[src/rtl/core_bus_sequencer_if.sv]
// Instruction/data bus bundle between core_bus_sequencer and the memories.
// Latency: none (wires only).
// Backpressure: req is held with a stable address until the slave returns ack.
// Ports (master = sequencer side):
//   ibus_req/ibus_addr out, ibus_ack/ibus_rdata in                  -- instruction fetch
//   dbus_req/dbus_we/dbus_addr/dbus_wdata/dbus_type out,
//   dbus_ack/dbus_rdata in                                          -- data load/store
interface core_bus_sequencer_if #(
  parameter int ADDR_W = 8,
  parameter int XLEN   = 32
);
  logic              ibus_req;
  logic [ADDR_W-1:0] ibus_addr;
  logic              ibus_ack;
  logic [XLEN-1:0]   ibus_rdata;

  logic              dbus_req;
  logic              dbus_we;
  logic [XLEN-1:0]   dbus_addr;
  logic [XLEN-1:0]   dbus_wdata;
  logic [2:0]        dbus_type;
  logic              dbus_ack;
  logic [XLEN-1:0]   dbus_rdata;

  modport master (
    output ibus_req, ibus_addr,
    input  ibus_ack, ibus_rdata,
    output dbus_req, dbus_we, dbus_addr, dbus_wdata, dbus_type,
    input  dbus_ack, dbus_rdata
  );

  modport slave (
    input  ibus_req, ibus_addr,
    output ibus_ack, ibus_rdata,
    input  dbus_req, dbus_we, dbus_addr, dbus_wdata, dbus_type,
    output dbus_ack, dbus_rdata
  );
endinterface

[src/rtl/core_bus_sequencer.sv]
// Multi-cycle RV32I bus sequencer: fetch -> exec -> (mem -> wb) with req/ack buses, timeout and fault/halt.
// Latency with zero-wait memories: 2 cycles per ALU/branch instruction, 4 cycles per load/store.
// Backpressure: memories stall by withholding ack; a req unanswered for TIMEOUT cycles halts with a sticky fault.
// Ports:
//   clk, reset (sync, active-high); pc, mem_read, mem_write, mem_addr, mem_wdata, rw_type from datapath/controller
//   bus (core_bus_sequencer_if.master): ibus_* fetch and dbus_* data handshakes
//   instr, rd_data (registered), commit (retire pulse), busy, fault (00 none, 01 ibus, 10 dbus, 11 misaligned)
// Optional: define SEQ_MISALIGN_CHECK_EN to halt on misaligned halfword/word accesses instead of issuing them.
module core_bus_sequencer #(
  parameter int ADDR_W  = 8,
  parameter int XLEN    = 32,
  parameter int TIMEOUT = 16
) (
  input  logic                  clk,
  input  logic                  reset,
  input  logic [ADDR_W-1:0]     pc,
  input  logic                  mem_read,
  input  logic                  mem_write,
  input  logic [XLEN-1:0]       mem_addr,
  input  logic [XLEN-1:0]       mem_wdata,
  input  logic [2:0]            rw_type,
  core_bus_sequencer_if.master  bus,
  output logic [XLEN-1:0]       instr,
  output logic [XLEN-1:0]       rd_data,
  output logic                  commit,
  output logic                  busy,
  output logic [1:0]            fault
);

  typedef enum logic [2:0] {
    S_IDLE  = 3'd0,
    S_FETCH = 3'd1,
    S_EXEC  = 3'd2,
    S_MEM   = 3'd3,
    S_WB    = 3'd4,
    S_HALT  = 3'd5
  } state_e;

  localparam logic [XLEN-1:0] NOP_INSTR  = XLEN'(32'h0000_0013);
  // Last count value on which an ack is still accepted.
  localparam logic [7:0]      CNT_LAST   = 8'(TIMEOUT - 1);
  localparam logic [1:0]      FAULT_IBUS = 2'b01;
  localparam logic [1:0]      FAULT_DBUS = 2'b10;

  state_e            state_q, state_d;
  logic [XLEN-1:0]   instr_q, instr_d;
  logic [XLEN-1:0]   rd_data_q, rd_data_d;
  logic [1:0]        fault_q, fault_d;
  logic [7:0]        cnt_q, cnt_d;
  logic              mem_acc;

  assign mem_acc = mem_read | mem_write;

`ifdef SEQ_MISALIGN_CHECK_EN
  localparam logic [1:0] FAULT_ALIGN = 2'b11;
  logic misaligned;
  // Byte accesses (rw_type[1:0]=00) can never be misaligned.
  assign misaligned = mem_acc &&
                      (((rw_type[1:0] == 2'b01) && mem_addr[0]) ||
                       ((rw_type[1:0] == 2'b10) && (mem_addr[1:0] != 2'b00)));
`endif

  // State register
  always_ff @(posedge clk) begin
    if (reset) begin
      state_q   <= S_IDLE;
      instr_q   <= NOP_INSTR;
      rd_data_q <= '0;
      fault_q   <= 2'b00;
      cnt_q     <= '0;
    end else begin
      state_q   <= state_d;
      instr_q   <= instr_d;
      rd_data_q <= rd_data_d;
      fault_q   <= fault_d;
      cnt_q     <= cnt_d;
    end
  end

  // Next-state logic
  always_comb begin
    state_d   = state_q;
    instr_d   = instr_q;
    rd_data_d = rd_data_q;
    fault_d   = fault_q;
    cnt_d     = cnt_q;
    case (state_q)
      S_IDLE: begin
        state_d = S_FETCH;
        cnt_d   = '0;
      end
      S_FETCH: begin
        if (bus.ibus_ack) begin
          instr_d = bus.ibus_rdata;
          state_d = S_EXEC;
        end else if (cnt_q == CNT_LAST) begin
          fault_d = FAULT_IBUS;
          state_d = S_HALT;
        end else begin
          cnt_d = cnt_q + 8'd1;
        end
      end
      S_EXEC: begin
        cnt_d = '0;
        if (!mem_acc) begin
          state_d = S_FETCH;
        end else begin
`ifdef SEQ_MISALIGN_CHECK_EN
          if (misaligned) begin
            fault_d = FAULT_ALIGN;
            state_d = S_HALT;
          end else begin
            state_d = S_MEM;
          end
`else
          state_d = S_MEM;
`endif
        end
      end
      S_MEM: begin
        if (bus.dbus_ack) begin
          // Store wins when both strobes are set, so only pure loads capture data.
          if (!mem_write) rd_data_d = bus.dbus_rdata;
          state_d = S_WB;
        end else if (cnt_q == CNT_LAST) begin
          fault_d = FAULT_DBUS;
          state_d = S_HALT;
        end else begin
          cnt_d = cnt_q + 8'd1;
        end
      end
      S_WB: begin
        state_d = S_FETCH;
        cnt_d   = '0;
      end
      S_HALT:  state_d = S_HALT;
      default: state_d = S_IDLE;
    endcase
  end

  // Output logic (Moore on state, address/data passed straight from the datapath)
  always_comb begin
    bus.ibus_req   = (state_q == S_FETCH);
    bus.ibus_addr  = pc;
    bus.dbus_req   = (state_q == S_MEM);
    bus.dbus_we    = mem_write;
    bus.dbus_addr  = mem_addr;
    bus.dbus_wdata = mem_wdata;
    bus.dbus_type  = rw_type;
    commit         = ((state_q == S_EXEC) && !mem_acc) || (state_q == S_WB);
    busy           = (state_q != S_IDLE) && (state_q != S_HALT);
  end

  assign instr   = instr_q;
  assign rd_data = rd_data_q;
  assign fault   = fault_q;

endmodule

[src/flat_wrapper.sv]
// flat-port wrapper written by rule: the top's interface ports become plain ports
module core_bus_sequencer_flat 
#(
  parameter int ADDR_W  = 8,
  parameter int XLEN    = 32,
  parameter int TIMEOUT = 16
)
  (clk, reset, pc, mem_read, mem_write, mem_addr, mem_wdata, rw_type, instr, rd_data, commit, busy, fault, bus_ibus_req, bus_ibus_addr, bus_ibus_ack, bus_ibus_rdata, bus_dbus_req, bus_dbus_we, bus_dbus_addr, bus_dbus_wdata, bus_dbus_type, bus_dbus_ack, bus_dbus_rdata);
  core_bus_sequencer_if #(.ADDR_W(ADDR_W), .XLEN(XLEN)) bus_i ();
  input  logic clk;
  input  logic reset;
  input  logic [ADDR_W-1:0] pc;
  input  logic mem_read;
  input  logic mem_write;
  input  logic [XLEN-1:0] mem_addr;
  input  logic [XLEN-1:0] mem_wdata;
  input  logic [2:0] rw_type;
  output logic [XLEN-1:0] instr;
  output logic [XLEN-1:0] rd_data;
  output logic commit;
  output logic busy;
  output logic [1:0] fault;
  output wire logic [$bits(bus_i.ibus_req)-1:0] bus_ibus_req;
  output wire logic [$bits(bus_i.ibus_addr)-1:0] bus_ibus_addr;
  input wire logic [$bits(bus_i.ibus_ack)-1:0] bus_ibus_ack;
  input wire logic [$bits(bus_i.ibus_rdata)-1:0] bus_ibus_rdata;
  output wire logic [$bits(bus_i.dbus_req)-1:0] bus_dbus_req;
  output wire logic [$bits(bus_i.dbus_we)-1:0] bus_dbus_we;
  output wire logic [$bits(bus_i.dbus_addr)-1:0] bus_dbus_addr;
  output wire logic [$bits(bus_i.dbus_wdata)-1:0] bus_dbus_wdata;
  output wire logic [$bits(bus_i.dbus_type)-1:0] bus_dbus_type;
  input wire logic [$bits(bus_i.dbus_ack)-1:0] bus_dbus_ack;
  input wire logic [$bits(bus_i.dbus_rdata)-1:0] bus_dbus_rdata;
  assign bus_ibus_req = bus_i.ibus_req;
  assign bus_ibus_addr = bus_i.ibus_addr;
  assign bus_i.ibus_ack = bus_ibus_ack;
  assign bus_i.ibus_rdata = bus_ibus_rdata;
  assign bus_dbus_req = bus_i.dbus_req;
  assign bus_dbus_we = bus_i.dbus_we;
  assign bus_dbus_addr = bus_i.dbus_addr;
  assign bus_dbus_wdata = bus_i.dbus_wdata;
  assign bus_dbus_type = bus_i.dbus_type;
  assign bus_i.dbus_ack = bus_dbus_ack;
  assign bus_i.dbus_rdata = bus_dbus_rdata;
  core_bus_sequencer #(.ADDR_W(ADDR_W), .XLEN(XLEN), .TIMEOUT(TIMEOUT)) u_core (.clk(clk), .reset(reset), .pc(pc), .mem_read(mem_read), .mem_write(mem_write), .mem_addr(mem_addr), .mem_wdata(mem_wdata), .rw_type(rw_type), .bus(bus_i), .instr(instr), .rd_data(rd_data), .commit(commit), .busy(busy), .fault(fault));
endmodule
[config.mk]
export PLATFORM = sky130hd
export DESIGN_NAME = core_bus_sequencer_flat
export DESIGN_NICKNAME = d
export VERILOG_FILES = /design/src/rtl/core_bus_sequencer_if.sv /design/src/rtl/core_bus_sequencer.sv /design/src/flat_wrapper.sv
export SDC_FILE = /design/constraint.sdc
export NUM_CORES = 1
export LEC_CHECK = 0
export ABC_AREA = 1
export ABC_CLOCK_PERIOD_IN_PS = 3100
export CELL_PAD_IN_SITES_DETAIL_PLACEMENT = 2
export CELL_PAD_IN_SITES_GLOBAL_PLACEMENT = 2
export CORE_UTILIZATION = 17
export DETAILED_ROUTE_END_ITERATION = 8
export PLACE_DENSITY_LB_ADDON = 0.1
export SKIP_CTS_REPAIR_TIMING = 1
export SLEW_MARGIN = 20
export SYNTH_ARGS = -nofsm -noshare
export SYNTH_HDL_FRONTEND = slang
export SYNTH_SLANG_ARGS = --single-unit
export TNS_END_PERCENT = 30
[constraint.sdc]
create_clock -name clk -period 3.1 [get_ports clk]
set_input_delay 0.93 -clock clk [delete_from_list [all_inputs] [get_ports clk]]
set_output_delay 0.93 -clock clk [all_outputs]
set_load 0.02 [all_outputs]
Word-level counts from Yosys, hierarchy flattened:

Cells that the tools add are included.

* register bits after elaboration: 77
* input port bits: 145

* $add $sub $neg: 1
* eq/ne operators: 11
* mux-type cells: 14
* bitwise logic cells: 2
* reductions and logical operators: 14

Operator list (number)
* $mux W8: 3
* $pmux W8 S3: 1
* $pmux W3 S5: 1
* $mux W2: 5
* $mux W3: 3
* $add A8 B1 Y8 const B: 1
* $eq A8 B4 Y1 const B: 1
* $eq A3 B2 Y1 const B: 2
* $eq A3 B3 Y1 const B: 2
* $reduce_and A3 Y1: 2
* $reduce_bool A3 Y1: 2
* $reduce_and A5 Y1: 1
* $ne A2 B1 Y1 const B: 2
* $ne A2 B2 Y1 const B: 2
* $pmux W2 S2: 1
* $eq A3 B1 Y1 const B: 1
* $logic_not A3 Y1: 1
* $ne A3 B3 Y1 const B: 1
* $reduce_or A3 Y1: 1
* $logic_and A1 B1 Y1: 2
* $reduce_and A2 Y1: 1
* $reduce_bool A2 Y1: 1
* $reduce_or A2 Y1: 1
* $logic_not A1 Y1: 1
* 3 further kinds: 3

Depth between registers and ports, before layout:

Gate-level depths: netlist of run 1.

* depth after elaboration: 4
* mapped depth: 9
* gate-level depth less buffers: 9

Worst setup path before layout of run 1:

No wires, ideal clock.

* path type: input -> output
* start: input port mem_read
* end: output port commit
* arrival: 1313 ps
* slack: 857 ps
* stages on the path: 2
* buffers on the path: 0
* path through: nor2_1 > a32o_1

* word-level cells in the longest chain between the ends: 4

RTL lines
* start: declaration: line flat_wrapper.sv:13 `input logic mem_read;`
* $or A1 B1 Y1: line core_bus_sequencer.sv:52 `assign mem_acc = mem_read | mem_write;`
* $logic_not A1 Y1
* $logic_and A1 B1 Y1: line core_bus_sequencer.sv:150 `commit = ((state_q == S_EXEC) && !mem_acc) || (state_q == S_WB);`
* $logic_or A1 B1 Y1: line core_bus_sequencer.sv:150
* end: declaration: line flat_wrapper.sv:20 `output logic commit;`

Every way passes these cells.

Final worst setup path of run 1:

* start: input port mem_write
* end: output port bus_dbus_we

RTL lines
* start: declaration: line flat_wrapper.sv:14 `input logic mem_write;`
* end: declaration: line flat_wrapper.sv:28 `output wire logic [$bits(bus_i.dbus_we)-1:0] bus_dbus_we;`

No word-level cell between the ends.

==> results of run 1 <==
kinds of logic after synthesis:
family	count (synthesis)	synth area share
compound gates	78	0.118
simple gates	207	0.246
fa+ha+maj	1	0.00344
flops	77	0.424
buf+inv	120	0.208
stage by stage:
| stage | cell area, sq um | utilization | total power [mW] |
|---|---|---|---|
| 2_1_floorplan | 3640 | - | 1.39 |
| 3_3_place_gp | 4820 | 0.229 | 1.47 |
| 3_5_place_dp | 4820 | 0.229 | 1.47 |
| 4_1_cts | 5170 | 0.246 | 2.76 |
| 5_1_grt | 5170 | 0.246 | 2.85 |
| 6_report | 5170 | 0.246 | 2.70 |
Yosys cell counts, drive strengths merged:
cell type  instances
a21boi             1
a31oi              1
inv               24
o21bai             1
nand2             35
a32o               1
ha                 1
a21oi              9
o211ai             1
buf               90
clkbuf             6
nand3b             1
nor2             145
o21ai             64
dfxtp             77
nor3               3
nand3             23
power breakdown:
part / internal (mW) / switching [mW] / leakage (nW)
clock network: 0.813 / 0.442 / 0.166
registers: 1.03 / 0.0249 / 0.627
logic: 0.194 / 0.194 / 1.17
worst register-to-register path: stages, from the launching register on:
cell,delay (ns)
dfxtp_1,0.38
ha_1,0.21
nand3_1,0.23
nor3_1,0.49
nand3_1,0.18
nand2_1,0.09
nor2_1,0.04
layer usage:
layer,global-route usage,wire (microns),part of all wire
met5,0,0,0
met4,0.0490,193,0.015
met3,0.0558,1270,0.10
met2,0.194,5980,0.48
met1,0.127,5060,0.40
final cells by class:
cell class	count	area (sq um)
clock buffers	11	243
clock inverters	5	106
fillers	2400	15800
inverters	24	90.1
multi-input cells	286	1340
flip-flops and latches	77	1540
well taps	275	344
repair buffers	149	1510
state kept, by name (all words and copies together), names as in the netlist:
signal / cells
u_core.cnt_q: 8
u_core.fault: 2
u_core.instr: 32
u_core.state_q: 3
u_core.rd_data: 32
path summary, 6_finish.rpt:
kind | start | to | slack [ns]
max | mem_write | bus_dbus_we | 0.05
min | u_core.instr[0]$_SDFFE_PP1P_ | u_core.instr[0]$_SDFFE_PP1P_ | 0.46
max reg2reg | u_core.cnt_q[0]$_SDFFE_PP0P_ | u_core.fault[0]$_SDFFE_PP0P_ | 1.37
min reg2reg | u_core.instr[0]$_SDFFE_PP1P_ | u_core.instr[0]$_SDFFE_PP1P_ | 0.46
==> run_results.csv, run 1 <==
group,metric,value,unit
floorplanning,dieWidth,148,microns
route,vias,3258,
timing,setup_viol,0,
timing,setup_ws,0.0498,ns
pwr,max-vdd-ir-drop,0.216,mV
setup_path,crit_chain,"clkdlybuf4s50_1 -> buf_4 -> clkdlybuf4s50_1",
clock_tree,path_clk_slew,0.06,ns
route,drtAntennaViolNets,0,
clock_tree,cts_buffer_depth,2,
timing,worst_pin_slew,0.487,ns
placed_design,place.port_buffers,140,
timing,finalHoldWorstSlack,0.463,ns
layout,layout_common_cells,"nor2_1 (139), clkdlybuf4s50_1 (139), dfxtp_1 (77), o21ai_1 (45), nand2_1 (31)",
placed_design,gp_congestion,0.685,
layout,insertedDiodeCount,0,
placed_design,dp_hpwl,9210,microns
route,totalWireLength,12500,microns
layout,final_cells,827,
clock_tree,numCtsBuffers,9,
placed_design,placed_cells,811,
global_routing,antenna_found_initial,0,
setup_path,critPathMaxStageDelay,0.59,ns
clock_tree,h-tree-depth,3,
setup_path,critPathCaptureType,"output port",
setup_path,slowest_stage,"clkdlybuf4s50_1",
floorplanning,core_area,0.0210,sq mm
synthesis,ys_top_cells_by_area,"dfxtp_1 (42%), buf_4 (16%), nor2_1 (14%)",
synthesis,ys_ff_latch,77,
clock_tree,cts_tree,"yes",
route,wire_per_inst,15.1,microns
route,drt-initial-drc-count,27,
synthesis,ys_types,29,
timing,fmaxAchievable,0.328,GHz
flow_run,cap_violations,0,
timing,period_needed,3.05,ns
global_routing,grt_overflow_total,0,
hold_path,min_delay_path_depth,2,
outcome,outcome,"finished clean",
synthesis,synth_area,0.00364,sq mm
clock_tree,cts.sinks,77,
timing,finalHoldViolations,0,
setup_path,worst-path-stages,3,
floorplanning,dieArea,0.0220,sq mm
setup_path,crit_type,"input pin to output port",
timing,fin_crit_sh,0.984,
clock_tree,clock_latency,0.34,ns
timing,setup-tns-final,0,ns
setup_path,start_kind,"input pin",
setup_path,cp_common_cell,"clkdlybuf4s50_1",
synthesis,yosys_warnings,0,
floorplanning,rows,53,
timing,skew,0.00947,ns
global_routing,first_global_vias,3659,
pwr,leakage,1.97,nW
setup_path,path_buf_inv,3,
synthesis,synth-seq-area-share,0.424,
setup_path,required,2.17,ns
hold_path,hold_path.class,"register to register",
layout,layout-drive-gt1-share,0.0833,
global_routing,grt_pass1_wl,19600,microns
clock_tree,cts-root-buf,"clkbuf_16",
synthesis,postSynthCellCount,483,
floorplanning,io_pins,291,
setup_path,cp_max_fo,2,
synthesis,syn_avg_cell_area,7.53,sq um
timing,report.final.slew_viol_count,0,
setup_path,crit_family,"buffers and inverters",
global_routing,grt_use_total,0.117,
route,drc,0,
synthesis,syn-num-nets,629,
timing,rsz0062_at_grt,"no",
floorplanning,die_height,148,microns
synthesis,synth_top_area_cell,"dfxtp_1",
setup_path,reg2regPathDepth,6,
floorplanning,start_util,0.173,
setup_path,arrival,2.12,ns
route,dr.pass1.iters,4,
layout,area_delta_synth_final,42.2,%
placed_design,post-place-ws,-0.0890,ns
synthesis,synth_top_area_share,0.424,
global_routing,grt_max_degree,36,
pwr,power.density,522,mW/mm^2
timing,slew_headroom,0.673,
route,post_drt_via_cell_ratio,3.94,
layout,nets,693,
No activity file was read; power rests on OpenSTA's default activity.
==> run 2, diff against run 1 <==
Settings changed: ABC_CLOCK_PERIOD_IN_PS 3100 to unset, SLEW_MARGIN 20 to 10.
==> results of run 2 <==
No change in the layout: final DEF, timing and power equal those of run 1.
==> run 3, diff against run 2 <==
Settings changed: CTS_CLUSTER_SIZE set to 24.
==> results of run 3 <==
No change in the layout: final DEF, timing and power equal those of run 1.
